===== src/rtl/wb_select_unit_if.sv =====
// Write-back stage bus: issue request, operand sources, memory read
// handshake and register-file write port.
//   master : datapath side (drives issue/operands/memory, observes results)
//   slave  : wb_select_unit side
interface wb_select_unit_if #(
  parameter int WIDTH  = 32,
  parameter int REG_AW = 5
);
  logic              wb_start;
  logic [1:0]        wb_sel;
  logic [2:0]        ld_mode;
  logic [1:0]        addr_lo;
  logic [REG_AW-1:0] wb_rd;
  logic [WIDTH-1:0]  alu_data;
  logic [WIDTH-1:0]  link_data;
  logic [WIDTH-1:0]  imm_data;
  logic [WIDTH-1:0]  mem_data;
  logic              mem_valid;
  logic              reg_we;
  logic [REG_AW-1:0] reg_waddr;
  logic [WIDTH-1:0]  reg_wdata;
  logic              busy;
  logic              err_align;
  logic              err_timeout;

  modport master (
    output wb_start, wb_sel, ld_mode, addr_lo, wb_rd,
    output alu_data, link_data, imm_data, mem_data, mem_valid,
    input  reg_we, reg_waddr, reg_wdata, busy, err_align, err_timeout
  );

  modport slave (
    input  wb_start, wb_sel, ld_mode, addr_lo, wb_rd,
    input  alu_data, link_data, imm_data, mem_data, mem_valid,
    output reg_we, reg_waddr, reg_wdata, busy, err_align, err_timeout
  );
endinterface


===== src/rtl/wb_select_unit.sv =====
// wb_select_unit: write-back stage of the multi-cycle CPU.
// Selects ALU / MEM / LINK / IMM result, handles load alignment,
// sign/zero extension and a memory-valid wait with timeout, and issues a
// single registered register-file write pulse.
// Ports:
//   clk    : clock, rising edge
//   rst_n  : asynchronous active-low reset
//   bus    : wb_select_unit_if.slave (issue, operands, memory, write port,
//            busy and error pulses)
module wb_select_unit #(
  parameter int WIDTH       = 32,
  parameter int REG_AW      = 5,
  parameter int MEM_TIMEOUT = 15
) (
  input  logic           clk,
  input  logic           rst_n,
  wb_select_unit_if.slave bus
);

  localparam int CW = (MEM_TIMEOUT > 1) ? $clog2(MEM_TIMEOUT) : 1;
  localparam logic [CW-1:0] CNT_LAST = CW'(MEM_TIMEOUT - 1);

  typedef enum logic {S_IDLE, S_WAIT_MEM} state_e;

  typedef enum logic [2:0] {
    LD_LW  = 3'd0,
    LD_LH  = 3'd1,
    LD_LHU = 3'd2,
    LD_LB  = 3'd3,
    LD_LBU = 3'd4
  } ld_mode_e;

  state_e            state, state_d;
  logic [CW-1:0]     cnt, cnt_d;
  logic [2:0]        mode_q, mode_d;
  logic [1:0]        alo_q, alo_d;
  logic [REG_AW-1:0] rd_q, rd_d;
  logic              we_q, we_d;
  logic [REG_AW-1:0] waddr_q, waddr_d;
  logic [WIDTH-1:0]  wdata_q, wdata_d;
  logic              ealign_q, ealign_d;
  logic              etmo_q, etmo_d;
  logic [WIDTH-1:0]  operand;

  function automatic logic misaligned(logic [2:0] mode, logic [1:0] alo);
    case (mode)
      LD_LH, LD_LHU: misaligned = alo[0];
      LD_LB, LD_LBU: misaligned = 1'b0;
      default:       misaligned = (alo != 2'd0);
    endcase
  endfunction

  // Shifting by 8*alo selects the byte lane; for halfwords alo[0] is known
  // to be 0 here, so the same shift equals 16*alo[1]. For LW alo is 0.
  function automatic logic [WIDTH-1:0] extract(logic [2:0] mode, logic [1:0] alo,
                                               logic [WIDTH-1:0] data);
    logic [31:0] lane;
    lane = data[31:0] >> {alo, 3'b000};
    case (mode)
      LD_LB:   extract = {{(WIDTH-8){lane[7]}}, lane[7:0]};
      LD_LBU:  extract = {{(WIDTH-8){1'b0}}, lane[7:0]};
      LD_LH:   extract = {{(WIDTH-16){lane[15]}}, lane[15:0]};
      LD_LHU:  extract = {{(WIDTH-16){1'b0}}, lane[15:0]};
      default: extract = WIDTH'(lane);
    endcase
  endfunction

  always_comb begin
    case (bus.wb_sel)
      2'd2:    operand = bus.link_data;
      2'd3:    operand = bus.imm_data;
      default: operand = bus.alu_data;
    endcase
  end

  always_comb begin
    state_d  = state;
    cnt_d    = cnt;
    mode_d   = mode_q;
    alo_d    = alo_q;
    rd_d     = rd_q;
    we_d     = 1'b0;
    waddr_d  = waddr_q;
    wdata_d  = wdata_q;
    ealign_d = 1'b0;
    etmo_d   = 1'b0;
    case (state)
      S_IDLE: begin
        if (bus.wb_start) begin
          mode_d = bus.ld_mode;
          alo_d  = bus.addr_lo;
          rd_d   = bus.wb_rd;
          if (bus.wb_sel != 2'd1) begin
            // Non-memory result is written on the issue edge itself.
            if (bus.wb_rd != '0) begin
              we_d    = 1'b1;
              waddr_d = bus.wb_rd;
              wdata_d = operand;
            end
          end else if (misaligned(bus.ld_mode, bus.addr_lo)) begin
            ealign_d = 1'b1;
          end else begin
            state_d = S_WAIT_MEM;
            cnt_d   = '0;
          end
        end
      end
      S_WAIT_MEM: begin
        // Valid takes priority over the timeout on the same edge.
        if (bus.mem_valid) begin
          state_d = S_IDLE;
          if (rd_q != '0) begin
            we_d    = 1'b1;
            waddr_d = rd_q;
            wdata_d = extract(mode_q, alo_q, bus.mem_data);
          end
        end else if (cnt == CNT_LAST) begin
          state_d = S_IDLE;
          etmo_d  = 1'b1;
          cnt_d   = '0;
        end else begin
          cnt_d = cnt + 1'b1;
        end
      end
      default: state_d = S_IDLE;
    endcase
  end

  always_ff @(posedge clk or negedge rst_n) begin
    if (!rst_n) begin
      state    <= S_IDLE;
      cnt      <= '0;
      mode_q   <= '0;
      alo_q    <= '0;
      rd_q     <= '0;
      we_q     <= 1'b0;
      waddr_q  <= '0;
      wdata_q  <= '0;
      ealign_q <= 1'b0;
      etmo_q   <= 1'b0;
    end else begin
      state    <= state_d;
      cnt      <= cnt_d;
      mode_q   <= mode_d;
      alo_q    <= alo_d;
      rd_q     <= rd_d;
      we_q     <= we_d;
      waddr_q  <= waddr_d;
      wdata_q  <= wdata_d;
      ealign_q <= ealign_d;
      etmo_q   <= etmo_d;
    end
  end

  assign bus.reg_we      = we_q;
  assign bus.reg_waddr   = waddr_q;
  assign bus.reg_wdata   = wdata_q;
  assign bus.busy        = (state == S_WAIT_MEM);
  assign bus.err_align   = ealign_q;
  assign bus.err_timeout = etmo_q;

endmodule

===== src/flat_wrapper.sv =====
// flat-port wrapper written by rule: the top's interface ports become plain ports
module wb_select_unit_flat 
#(
  parameter int WIDTH       = 32,
  parameter int REG_AW      = 5,
  parameter int MEM_TIMEOUT = 15
)
  (clk, rst_n, bus_wb_start, bus_wb_sel, bus_ld_mode, bus_addr_lo, bus_wb_rd, bus_alu_data, bus_link_data, bus_imm_data, bus_mem_data, bus_mem_valid, bus_reg_we, bus_reg_waddr, bus_reg_wdata, bus_busy, bus_err_align, bus_err_timeout);
  wb_select_unit_if #(.WIDTH(WIDTH), .REG_AW(REG_AW)) bus_i ();
  input  logic clk;
  input  logic rst_n;
  input wire logic [$bits(bus_i.wb_start)-1:0] bus_wb_start;
  input wire logic [$bits(bus_i.wb_sel)-1:0] bus_wb_sel;
  input wire logic [$bits(bus_i.ld_mode)-1:0] bus_ld_mode;
  input wire logic [$bits(bus_i.addr_lo)-1:0] bus_addr_lo;
  input wire logic [$bits(bus_i.wb_rd)-1:0] bus_wb_rd;
  input wire logic [$bits(bus_i.alu_data)-1:0] bus_alu_data;
  input wire logic [$bits(bus_i.link_data)-1:0] bus_link_data;
  input wire logic [$bits(bus_i.imm_data)-1:0] bus_imm_data;
  input wire logic [$bits(bus_i.mem_data)-1:0] bus_mem_data;
  input wire logic [$bits(bus_i.mem_valid)-1:0] bus_mem_valid;
  output wire logic [$bits(bus_i.reg_we)-1:0] bus_reg_we;
  output wire logic [$bits(bus_i.reg_waddr)-1:0] bus_reg_waddr;
  output wire logic [$bits(bus_i.reg_wdata)-1:0] bus_reg_wdata;
  output wire logic [$bits(bus_i.busy)-1:0] bus_busy;
  output wire logic [$bits(bus_i.err_align)-1:0] bus_err_align;
  output wire logic [$bits(bus_i.err_timeout)-1:0] bus_err_timeout;
  assign bus_i.wb_start = bus_wb_start;
  assign bus_i.wb_sel = bus_wb_sel;
  assign bus_i.ld_mode = bus_ld_mode;
  assign bus_i.addr_lo = bus_addr_lo;
  assign bus_i.wb_rd = bus_wb_rd;
  assign bus_i.alu_data = bus_alu_data;
  assign bus_i.link_data = bus_link_data;
  assign bus_i.imm_data = bus_imm_data;
  assign bus_i.mem_data = bus_mem_data;
  assign bus_i.mem_valid = bus_mem_valid;
  assign bus_reg_we = bus_i.reg_we;
  assign bus_reg_waddr = bus_i.reg_waddr;
  assign bus_reg_wdata = bus_i.reg_wdata;
  assign bus_busy = bus_i.busy;
  assign bus_err_align = bus_i.err_align;
  assign bus_err_timeout = bus_i.err_timeout;
  wb_select_unit #(.WIDTH(WIDTH), .REG_AW(REG_AW), .MEM_TIMEOUT(MEM_TIMEOUT)) u_core (.clk(clk), .rst_n(rst_n), .bus(bus_i));
endmodule

===== config.mk =====
export PLATFORM = sky130hd
export DESIGN_NAME = wb_select_unit_flat
export DESIGN_NICKNAME = d
export VERILOG_FILES = /design/src/rtl/wb_select_unit_if.sv /design/src/rtl/wb_select_unit.sv /design/src/flat_wrapper.sv
export SDC_FILE = /design/constraint.sdc
export NUM_CORES = 1
export LEC_CHECK = 0
export CORE_ASPECT_RATIO = 2
export CORE_UTILIZATION = 30
export DETAILED_ROUTE_END_ITERATION = 8
export PLACE_DENSITY = 0.72
export SETUP_SLACK_MARGIN = 0.2
export SYNTH_ARGS = -nofsm -noshare
export SYNTH_HDL_FRONTEND = slang
export SYNTH_SLANG_ARGS = --single-unit

===== constraint.sdc =====
create_clock -name clk -period 1.84 [get_ports clk]
set_input_delay 0.184 -clock clk [delete_from_list [all_inputs] [get_ports clk]]
set_output_delay 0.184 -clock clk [all_outputs]
set_load 0.02 [all_outputs]

After elaboration in Yosys (flattened, before gate mapping) --
Index checks and enable logic that the tools add are counted.
Storage, ports and cells: register bits 55, bits of input ports 144, output and inout bits 41, logic and storage cells 84
Operators by class: add/sub/neg operators 1, equal/unequal tests 20, shift-type cells 1, multiplexer cells 43, bitwise operators 1, reductions and logical operators 8
Operator list (number):
- two-way mux 32 bit | 5
- one-hot mux 32 bit (2 select lines) | 2
- one-hot mux 32 bit (4 select lines) | 1
- right shift 32 x 5 -> 32 bit | 1
- two-way mux 5 bit | 5
- two-way mux 1 bit | 20
- two-way mux 4 bit | 5
- equality test 3 x 2 -> 1 bit (second input constant) | 4
- inequality test 2 bit (second input constant) | 6
- one-hot mux 5 bit (2 select lines) | 1
- nonzero test 5 bit | 2
- one-hot mux 4 bit (2 select lines) | 1
- equality test 3 x 1 -> 1 bit (second input constant) | 2
- equality test 3 bit (second input constant) | 2
- inequality test 2 x 1 -> 1 bit (second input constant) | 3
- one-hot mux 1 bit (2 select lines) | 3
- AND reduction 5 bit | 1
- adder 4 x 1 -> 4 bit (second input constant) | 1
- equality test 2 bit (second input constant) | 2
- equality test 4 bit (second input constant) | 1
- AND reduction 4 bit | 1
- OR reduction 2 bit | 2
- AND reduction 2 bit | 1
- nonzero test 2 bit | 1
- NOT 1 bit | 1

Longest topological paths before layout --
depth after elaboration 10, gate-level depth with buffers 9, gate-level depth less buffers 6

Worst setup path before layout --
No wires, ideal clock.
kind reg2reg, start point register u_core.rd_q[2], end point register u_core.wdata_q[10], in the netlist u_core.bus.reg_wdata[10], arrival time 1586 ps, slack 133 ps, stages on the path, launching flop included 9, path buffers 2, clock period less this slack 1707 ps, path through dfrtp_1 or4_1 o211ai_1 and2_4 buf_8 inv_4 buf_12 o21ai_2 o21ai_2
Between the ends: longest elaborated chain between the ends 3
RTL lines:
- start: declaration | RTL line wb_select_unit.sv:37 | logic [REG_AW-1:0] rd_q, rd_d;
- start signal: assignment | RTL line wb_select_unit.sv:146 | rd_q <= rd_d;
- nonzero test 5 bit | RTL line wb_select_unit.sv:112 | if (rd_q != '0) begin
- inequality test 2 bit (no source line)
- AND reduction 5 bit (no source line)
- end signal: assignment | RTL line wb_select_unit.sv:149 | wdata_q <= wdata_d;
- end: declaration | RTL line wb_select_unit.sv:40 | logic [WIDTH-1:0] wdata_q, wdata_d;
Every way passes these cells. A chain may end at the register's enable or synchronous reset.

Worst setup path in the final report --
start point register u_core.rd_q[2], end point register u_core.wdata_q[0], in the netlist u_core.bus.reg_wdata[0]
The elaborated chain is that of the path after synthesis.

==> out/qor.yml <==
detailed_routing:
  drc_errors: 0
  viasPerCell: 5.11
  routed_wirelength_um: 14100
  drtAntennaViolNets: 0
  wl_met3_um: 492
  wire_per_inst_um: 17.8
  dr.pass1.iters: 4
  met2_length_um: 7920
  highest_layer: "met4"
  m1WireLength_um: 5230
  drt-initial-drc-count: 158
  vias: 4035
status:
  status: "completed"
global_route:
  grt_usage_pct: 21.0
  grt_max_degree: 35
  grt_pass1_wl_um: 22100
  globalRouteOverflowTotal: 0
  antenna_found_initial: 0
  grt_pass1_vias: 4201
sta:
  worst_pin_slew_ns: 0.496
  slew_headroom_pct: 66.6
  hold_violations: 0
  timing.fmax_mhz: 555
  final_max_slew_viol_count: 0
  fin_skew_ns: 0.00743
  rsz0062_at_grt: "yes"
  setup_viol: 0
  period_needed_ns: 1.80
  period_share_pct: 97.9
setup_path:
  worstPathMaxFanout: 10
  cpMaxStageDelayCell: "or4_1"
  crit_type: "flop to flop"
  arrival_ns: 1.97
  crit_chain: "or4_1, o211ai_1, and2_4, buf_4, o21ai_0"
  cpPeakStageDelay_ns: 0.54
  cp_data_required_time_ns: 2.01
  crit_path_start_kind: "flop"
  cp-end-kind: "flop"
clock_tree:
  cts_buffers: 5
  clock-sinks: 55
  cts_tree: "built"
  ctsRootBufferMaster: "clkbuf_16"
  htreeDepth: 2
  clkLatencyLatePin_ns: 0.30
  cts_max_path_buffers: 2
  cts.reportedPaths.clkPinSlew_ns: 0.08
layout:
  diodes: 0
  regArea_mm2: 0.00138
  layout_commonest_cell: "clkdlybuf4s50_1"
  multiInputGateArea_mm2: 0.00236
  area_growth_pct: 58.7
  drive_above_1_share_pct: 14.2
  postLayoutCellArea_mm2: 0.00624
  fin_nets: 785
  final_cell_mix: "clkdlybuf4s50_1 (180), nand2_1 (60), mux2i_1 (54), dfrtp_1 (54), a21oi_1 (48)"
  stdcell_count: 790
  nFillCells: 1167
synthesis:
  ys_ff_latch: 55
  synthCells: 449
  syn_area_per_cell_um2: 8.75
  synth_area_mm2: 0.00393
  synthDistinctLibCells: 46
  yosysSeqAreaShare_pct: 35.0
  synth_edf_count: 0
  syn_nets: 595
  synthArstFlopShare_pct: 100
  yosysWarnings: 0
  synthFlopType: "dfrtp_1"
power_and_ir_drop:
  ir_worst_vdd_mv: 0.472
  powerDensity_mw_per_mm2: 786
  p_leak_uw: 0.00261
place:
  hpwl_um: 11600
  portBuffers: 184
  gp_congestion: 0.858
  placed_area_mm2: 0.00602
  post-place-cells: 780
die:
  fp.dieArea_mm2: 0.0136
  die_y_um: 164
  die_w_um: 82.9
  start_util_pct: 30.9
  row_count: 58
  core-area_mm2: 0.0127
  io_pins: 185
min_path:
  hp-class: "input pin to flop"
flow_run:
  maxCapViolCount: 0
[worst max-delay path, delay by kind of cell (launching register included)]
| family | cells | cell delay [ns] |
|---|---|---|
| buffers and inverters | 1 | 0.18 |
| flip-flops | 1 | 0.39 |
| AO/OA/AOI/OAI | 2 | 0.28 |
| AND/OR/NAND/NOR | 2 | 0.81 |
[cell type report]
| cell class | instances | share of cell area (%) |
|---|---|---|
| Inverter | 3 | 0.221 |
| Timing Repair Buffer | 220 | 34.2 |
| Clock inverter | 2 | 0.622 |
| Multi-Input combinational cell | 354 | 37.8 |
| Clock buffer | 6 | 2.07 |
| Sequential cell | 55 | 22.1 |
| Tap cell | 150 | 3.01 |
[report_power, final]
part | leakage [uW] | switching, uW | internal, uW
clock network | 0.0000815 | 450 | 649
registers | 0.000673 | 187 | 1460
logic | 0.00186 | 1080 | 1090
[state kept, by name, summed over array words and instances (netlist names)]
register,count
u_core.bus.reg_wdata,32
u_core.bus.reg_waddr,5
u_core.rd_q,5
u_core.cnt,4
u_core.mode_q,3
u_core.alo_q,2
u_core.bus.busy,1
u_core.bus.err_align,1
u_core.bus.err_timeout,1
u_core.bus.reg_we,1
[cell usage after synthesis, types with 5 or more instances]
| cell type | number | area [um2] |
|---|---|---|
| o21ai_0 | 39 | 195 |
| nor2b_1 | 10 | 62.6 |
| o22ai_1 | 8 | 50.1 |
| o21a_1 | 8 | 60.1 |
| nand2_1 | 61 | 229 |
| buf_2 | 9 | 45.0 |
| nand2b_1 | 5 | 31.3 |
| dfrtp_1 | 55 | 1380 |
| clkbuf_1 | 11 | 41.3 |
| a21oi_1 | 50 | 250 |
| a211oi_1 | 15 | 113 |
| buf_1 | 6 | 22.5 |
| mux2_2 | 10 | 113 |
| o31ai_2 | 6 | 75.1 |
| o21ai_2 | 14 | 123 |
| mux2i_1 | 54 | 541 |
| o31ai_1 | 5 | 37.5 |
| nor2_1 | 38 | 143 |
[metrics by stage]
step | total power (uW) | hold WS (ns) | utilization (%) | setup slack (ns) | TNS [ns]
finish | 4900 | 0.333 | 49.1 | 0.0377 | 0
global route | 5180 | 0.348 | 49.1 | -0.0608 | -0.503
CTS | 4940 | 0.329 | 48.9 | 0.00461 | 0
detailed placement | 3820 | 0.157 | 47.4 | -0.246 | -7.28
global placement | 3770 | 0.143 | 47.4 | -0.188 | -5.84
floorplan | 2740 | -0.112 | - | 0.135 | 0
[per-layer routing]
metal | vias to the layer above | track usage (%)
li1 | 1991 | -
met1 | 1891 | 22.0
met2 | 132 | 41.4
met3 | 21 | 2.16
met4 | 0 | 9.09
met5 | - | 0
[cells by family (layout without fill, tap and decap cells)]
family / count (synthesis) / after routing / synth area share, %
adder cells (fa/ha/maj): 2 / 2 / 0.637
AO/OA/AOI/OAI: 158 / 158 / 25.6
AND/OR/NAND/NOR: 128 / 128 / 14.9
flip-flops: 55 / 55 / 35.0
buffers and inverters: 40 / 231 / 6.05
multiplexers: 66 / 66 / 17.8
[timing repair]
| action | in CTS | in global routing |
|---|---|---|
| endpoints found under the setup margin | 39 | 40 |
| gates cloned | 0 | 0 |
| pin swaps | 0 | 2 |
| hold endpoints to repair | 16 | 0 |
| hold buffers | 1 | 0 |
| gates resized for setup | 5 | 7 |
| buffers inserted | 0 | 1 |
[worst paths after layout]
kind	start	endpoint	cells past startpoint	slack, ns
setup / recovery	u_core.rd_q[2]$_DFFE_PN0P_	u_core.bus.reg_wdata[0]$_DFFE_PN0P_	5	0.04
hold / removal	bus_wb_sel[0]	u_core.bus.err_align$_DFF_PN0_	3	0.33
max in group asynchronous	rst_n	u_core.bus.reg_wdata[29]$_DFFE_PN0P_	3	0.92
setup reg to reg	u_core.rd_q[2]$_DFFE_PN0P_	u_core.bus.reg_wdata[0]$_DFFE_PN0P_	5	0.04
hold reg to reg	u_core.bus.reg_wdata[10]$_DFFE_PN0P_	u_core.bus.reg_wdata[10]$_DFFE_PN0P_	2	0.48
min in group asynchronous	rst_n	u_core.bus.reg_wdata[23]$_DFFE_PN0P_	2	0.37
No activity file was read; power rests on OpenSTA's default activity.
